File: config.mk
export PLATFORM = sky130hd
export DESIGN_NAME = instruction_fetch_unit
export DESIGN_NICKNAME = d
export VERILOG_FILES = /design/src/rtl/instruction_fetch_unit.sv
export SDC_FILE = /design/constraint.sdc
export NUM_CORES = 1
export LEC_CHECK = 0
export CAP_MARGIN = 5
export CORE_MARGIN = 4
export CORE_UTILIZATION = 45
export CTS_BUF_LIST = sky130_fd_sc_hd__clkbuf_16
export DETAILED_ROUTE_END_ITERATION = 8
export GPL_ROUTABILITY_DRIVEN = 0
export PLACE_DENSITY = 0.8
export SLEW_MARGIN = 20
export SYNTH_ARGS = -nofsm -noshare
export SYNTH_HDL_FRONTEND = slang
export SYNTH_SLANG_ARGS = --single-unit
File: constraint.sdc
create_clock -name clk -period 2.9 [get_ports clk]
set_clock_uncertainty 0.2 [all_clocks]
set_input_delay 0.58 -clock clk [delete_from_list [all_inputs] [get_ports clk]]
set_output_delay 0.58 -clock clk [all_outputs]
set_load 0.05 [all_outputs]
File: src/rtl/instruction_fetch_unit.sv
// IF stage: word PC driving a combinational instruction memory, plus the IF/ID register
// handed to decode over a valid/ready handshake, with redirect, wrap-around and sticky halt.
module instruction_fetch_unit #(
    parameter int unsigned           ADDR_WIDTH  = 32,
    parameter int unsigned           MEM_DEPTH   = 16,
    parameter logic [ADDR_WIDTH-1:0] RESET_PC    = '0,
    parameter logic [5:0]            HALT_OPCODE = 6'b111111
) (
    input  logic                  clk,
    input  logic                  rst_n,
    output logic [ADDR_WIDTH-1:0] imem_addr,
    input  logic [31:0]           imem_instr,
    input  logic                  redirect_valid,
    input  logic [ADDR_WIDTH-1:0] redirect_target,
    input  logic                  id_ready,
    output logic                  if_id_valid,
    output logic [31:0]           if_id_instr,
    output logic [ADDR_WIDTH-1:0] if_id_pc,
    output logic                  halted,
    output logic [31:0]           instr_count
);

    localparam int unsigned           IDX_W   = (MEM_DEPTH > 1) ? $clog2(MEM_DEPTH) : 1;
    localparam logic [ADDR_WIDTH-1:0] LAST_PC = ADDR_WIDTH'(MEM_DEPTH - 1);

    typedef enum logic [1:0] {
        StIdle,
        StFetch,
        StHalted
    } state_e;

    state_e                state_q;
    logic [ADDR_WIDTH-1:0] pc_q;
    logic [ADDR_WIDTH-1:0] next_pc;
    logic [ADDR_WIDTH-1:0] redirect_pc;
    logic                  slot_free;
    logic                  accept;
    logic                  is_halt;
    logic                  unused_target;

    always_comb begin
        slot_free   = !if_id_valid || id_ready;
        accept      = if_id_valid && id_ready && !redirect_valid;
        next_pc     = (pc_q == LAST_PC) ? '0 : pc_q + ADDR_WIDTH'(1);
        // Targets outside the memory fold back into it by dropping the upper bits.
        redirect_pc = ADDR_WIDTH'(redirect_target[IDX_W-1:0]);
        is_halt     = (imem_instr[31:26] == HALT_OPCODE);
    end

    assign unused_target = ^redirect_target[ADDR_WIDTH-1:IDX_W];
    assign imem_addr     = pc_q;

    always_ff @(posedge clk or negedge rst_n) begin
        if (!rst_n) begin
            state_q     <= StIdle;
            pc_q        <= RESET_PC;
            if_id_valid <= 1'b0;
            if_id_instr <= '0;
            if_id_pc    <= '0;
            halted      <= 1'b0;
            instr_count <= '0;
        end else begin
            if (accept) begin
                instr_count <= instr_count + 32'd1;
            end

            unique case (state_q)
                StIdle: begin
                    state_q <= StFetch;
                end
                StFetch: begin
                    if (redirect_valid) begin
                        pc_q        <= redirect_pc;
                        if_id_valid <= 1'b0;
                    end else if (slot_free) begin
                        if_id_instr <= imem_instr;
                        if_id_pc    <= pc_q;
                        if_id_valid <= 1'b1;
                        pc_q        <= next_pc;
                        // The halt word itself is still delivered to decode.
                        if (is_halt) begin
                            halted  <= 1'b1;
                            state_q <= StHalted;
                        end
                    end
                end
                StHalted: begin
                    if (id_ready) begin
                        if_id_valid <= 1'b0;
                    end
                end
                default: begin
                    state_q <= StIdle;
                end
            endcase
        end
    end

endmodule

=== Word level (Yosys, flattened, before mapping) ===
Index checks and enable logic that the tools add are counted.

* Register bits after elaboration: 132
* Bits of input ports: 68

* $add $sub $neg: 2
* Equality and inequality tests: 9
* Muxes and demuxes: 11
* Bitwise gates (word level): 2
* Reductions and logical operators: 13

{| class="wikitable"
|+ Operators with widths
! cell !! number
|-
| 32-bit 2-to-1 mux || 3
|-
| 32-bit by 1-bit adder with 32-bit output, second input constant || 2
|-
| 32-bit by 4-bit == test with 1-bit output, second input constant || 1
|-
| 2-bit != test, second input constant || 4
|-
| 4-bit AND reduction || 2
|-
| 6-bit == test, second input constant || 1
|-
| 2-bit 2-to-1 mux || 3
|-
| 2-bit case mux with 3 select lines || 1
|-
| 3-bit AND reduction || 2
|-
| 2-bit nonzero test || 2
|-
| 1-bit 2-to-1 mux || 3
|-
| 3-bit != test, second input constant || 1
|-
| 2-bit by 1-bit == test with 1-bit output, second input constant || 1
|-
| 2-bit == test, second input constant || 1
|-
| 1-bit logical AND || 2
|-
| 1-bit zero test || 2
|-
| 2-bit zero test || 1
|-
| 1-bit inverter || 2
|-
| 1-bit case mux with 2 select lines || 1
|-
| 2-bit AND reduction || 1
|-
| 1-bit logical OR || 1
|}

=== Longest topological paths before layout ===
* Depth in word-level cells: 5
* Depth in mapped cells: 8
* Mapped depth without buffers: 6

=== Worst setup path before layout ===
No wires, ideal clock.

* Path type: reg-to-reg
* From: register pc_q[1] (netlist: imem_addr[1])
* To: register pc_q[22] (netlist: imem_addr[22])
* Library setup time: 83 ps
* Arrival time: 2,211 ps
* Data required time: 2,617 ps
* Setup slack: 406 ps
* Stages on the path, launching flop included: 7
* Buffers on the path: 0
* Cells stage by stage: dfrtp_1 -> ha_1 -> nand4_2 -> or4_1 -> nor2_1 -> a41oi_1 -> a31oi_1

* Cells in the longest elaborated chain, start to end: 4
* Elaborated cells on any way between the ends: 5
* Those cells by class: add/sub (1); eq/ne (1); mux (3)

{| class="wikitable"
|+ Ends and longest elaborated chain
! what !! RTL line !! source
|-
| start: declaration || 33 || <nowiki>logic [ADDR_WIDTH-1:0] pc_q;</nowiki>
|-
| start signal: assignment || 73 || <nowiki>pc_q <= redirect_pc;</nowiki>
|-
| start signal: assignment || 79 || <nowiki>pc_q <= next_pc;</nowiki>
|-
| 32-bit by 1-bit adder with 32-bit output or 32-bit by 4-bit == test with 1-bit output (tied branches) || 44 || <nowiki>next_pc = (pc_q == LAST_PC) ? '0 : pc_q + ADDR_WIDTH'(1);</nowiki>
|-
| 32-bit 2-to-1 mux * || 44 ||
|-
| 32-bit 2-to-1 mux * || 75 || <nowiki>end else if (slot_free) begin</nowiki>
|-
| 32-bit 2-to-1 mux * || 72 || <nowiki>if (redirect_valid) begin</nowiki>
|}

Mark *: on every way between the ends. The rest lies on a longest branch, timed or not. The select of a mux whose other input is x is not followed.
A chain may end at the register's enable or synchronous reset.

=== Final worst setup path ===
* From: register pc_q[9] (netlist: imem_addr[9])
* To: output imem_addr[9]

{| class="wikitable"
|+ RTL lines
! what !! RTL line !! source
|-
| end: declaration || 11 || <nowiki>output logic [ADDR_WIDTH-1:0] imem_addr,</nowiki>
|}

No word-level cell between the ends.

==> key figures <==
Floorplan
  – Chip width: 122 um
  – Full die area: 0.0149 mm2
  – I/O pins: 198
  – Initial Util: 46.3%
  – Core Region: 0.0127 mm2
  – Die height: 122 um
  – Row Count: 41

Yosys
  – Most numerous cell in the Yosys netlist: nand2_1
  – Async SR Flop Fraction: 100%
  – Mean Syn Cell Area: 9.48 um2
  – Synth area leader: dfrtp_1
  – Top_reg_cell synth: dfrtp_1
  – Share of the synthesized area in the top cell type: 56.3%
  – Post-synthesis cell type count: 46
  – Syn Nets: 689
  – Post-Syn Area: 0.00587 mm2
  – Synth area leaders: dfrtp_1 56%, nand2_1 12%, xnor2_1 3.4%
  – Commonest cells post-synth: 189 x nand2_1, 132 x dfrtp_1, 29 x nand3_1, 25 x a31oi_1
  – Post-synth EDFFs: 0
  – Synthesized flop and latch total: 132
  – Sequential area share after synthesis: 56.3%
  – Warnings from Yosys: 0
  – Syn Inst Count: 619

Clock tree
  – H-tree levels: 4
  – CTS clk-pin slew, worst paths: 60 ps
  – Num CTS Buffers: 17
  – Root Driver: clkbuf_16
  – CTS tree: done
  – Maximum clock path buffer count: 2
  – Clock sinks: 132
  – Clock latency on the worst-skew pair: 410 ps

Worst setup path
  – Kind of start point of the critical path: flop
  – Required @ worst endpoint: 2120 ps
  – CP cell instances: clkdlybuf4s50_1
  – Worst reg2reg setup slack: 450 ps
  – Critical-path maximum fanout: 10
  – Arr. time, crit path: 1900 ps
  – Cell family with most CP delay: buffers and inverters
  – Critical path's slowest cell: clkdlybuf4s50_1
  – RR Endpoint: imem_addr[22]
  – CP Buf/Inv Count: 1
  – Critical Path End Type: primary output
  – R2r worst-path depth: 6
  – Setup CP Type: reg2out
  – R2R Path Start: imem_addr[1]
  – Largest stage delay on the critical path: 930 ps

STA
  – Unrepaired setup endpoints after global routing: no
  – Final Hold Vio Count: 0
  – Slew Limit Fails: 0
  – Final min period: 2680 ps
  – Rel. slew slack: 58.3%
  – Tcrit/Tclk final: 92.3%
  – Fmax: 373 MHz
  – Worst-Margin Slew: 626 ps
  – Final setup TNS: 0 ps
  – Post-route worst setup slack: 222 ps
  – Final setup vio count: 0

Routing
  – Drt wl/cell: 17.5 um
  – Length of the first detailed-routing pass in iterations: 5
  – Initial DRC count: 465
  – Via density: 5.48
  – Via Count: 5,312
  – Wirelength, routed: 17,000 um
  – Final ANT Viol Nets: 0
  – DR DRC count: 0

Global routing
  – Vias in the first global route: 5,477
  – Largest net degree at the start of global routing: 73
  – Total global-route track usage: 23.4%
  – Antenna violations before repair: 0
  – First-pass GRT wire length: 27,600 um
  – Remaining Overflow, GRT: 0

Power
  – Comb pwr share: 19.8%
  – Sequential group share of total power: 39.2%
  – Total power per unit cell area: 632 mW/mm2
  – Leakage power: 3.78 nW
  – P_sw: 0.00157 W
  – Pint: 0.00372 W
  – Sw frac: 29.7%
  – VDD IR max: 0.321 mV
  – Proportion of power drawn by the clock network: 41.1%

Placed design
  – DP Cell Count: 937
  – Dpl ws: 196 ps
  – Number of port buffers: 169
  – Detailed Place HPWL: 11,800 um

Hold path
  – Hold WC Path Type: reg2reg
  – WHS Path Cells: 2
  – Hold path endpoint: if_id_instr[20]
  – Hold Startpoint: if_id_instr[20]

Layout
  – ANT cells: 0
  – Nets: 855
  – Synth-to-Final Area Change: 42.8%
  – Final cell count without fillers: 970
  – Final Util: 66.1%
  – Layout cells sized above 1: 6.64%

Run
  – Max cap viols: 0

Status
  – Outcome: finished clean
==> cells by family (layout without fill, tap and decap cells) <==
family / count (synthesis) / after routing / share of synthesized area (%)
and+or+nand+nor: 299 / 299 / 23.8
AOI/OAI and AO/OA: 104 / 104 / 11.1
muxes: 1 / 1 / 0.192
adders and majority gates: 2 / 2 / 0.426
buffers and inverters: 50 / 229 / 3.58
DFF: 132 / 132 / 56.3
xor gates and xnor gates: 31 / 31 / 4.63
==> layout make-up <==
class                   instances  area (um2)
fillers                      1017        4290
well taps                     172         215
clock inverters                15         170
multi-input cells             437        2370
flip-flops and latches        132        3300
repair buffers                184        1850
clock buffers                  17         425
inverters                      13        48.8
==> registers in the layout, indices dropped and copies added, names as in the netlist <==
signal and flops:
halted 1, state_q 2, if_id_pc 32, if_id_valid 1, imem_addr 32, if_id_instr 32
instr_count 32
==> routing by layer <==
metal / share of wire [%] / GRT usage (%) / vias up / wire [um]
met4: 1.2 / 6.86 / 0 / 199
met2: 51 / 39.6 / 211 / 8560
met5: 0 / 0 / - / 0
met1: 39 / 28.4 / 2609 / 6680
li1: - / - / 2473 / -
met3: 8.9 / 8.08 / 19 / 1510
==> placed cells by master (no fill, tap or decap), drive strengths merged, types with 3 or more instances in the layout <==
cell and count:
a21oi 25, a221oi 3, a22o 8, a31oi 25
a41oi 7, and3 16, and4 9, buf 15
bufinv 4, clkbuf 17, clkdlybuf4s50 168, clkinv 9
dfrtp 132, inv 14, nand2 189, nand2b 4
nand3 29, nand4 11, nor2 15, nor3 5
nor4 10, o21ai 24, o22ai 4, or4 3
xnor2 23, xor2 8
==> power by group through the flow <==
stage	sequential, W	combinational [W]	clock [W]
final	0.00207	0.00105	0.00217
after global routing	0.00210	0.00111	0.00229
after CTS	0.00207	0.00106	0.00220
after detailed placement	0.00210	0.00105	0
after global placement	0.00209	0.00102	0
after floorplan	0.00250	0.000217	0
==> stage by stage <==
stage / hold WS (ps) / instance area, um2 / total power [W]
5_1_grt: 290 / 8380 / 0.00549
4_1_cts: 276 / 8380 / 0.00533
2_1_floorplan: 84.4 / 5870 / 0.00272
6_report: 271 / 8380 / 0.00529
3_3_place_gp: 257 / 7770 / 0.00311
3_5_place_dp: 261 / 7770 / 0.00315
==> worst max-delay path by stage <==
| stage | slack, ps | from | to | cells past startpoint |
|---|---|---|---|---|
| after CTS | 200 | imem_addr[9] | imem_addr[9] | 1 |
| after floorplan | 410 | imem_addr[1] | imem_addr[22] | 6 |
| after global routing | 170 | imem_addr[9] | imem_addr[9] | 1 |
| after global placement | 230 | id_ready | instr_count[24] | 6 |
| after detailed placement | 200 | id_ready | instr_count[26] | 6 |
| final | 220 | imem_addr[9] | imem_addr[9] | 1 |
==> repair_timing <==
item / CTS / global route
resized for setup: 0 / 0
hold endpoints to repair: 64 / 0
buffers inserted: 0 / 0
hold buffers: 1 / 0
(Power assumes the default switching activity.)
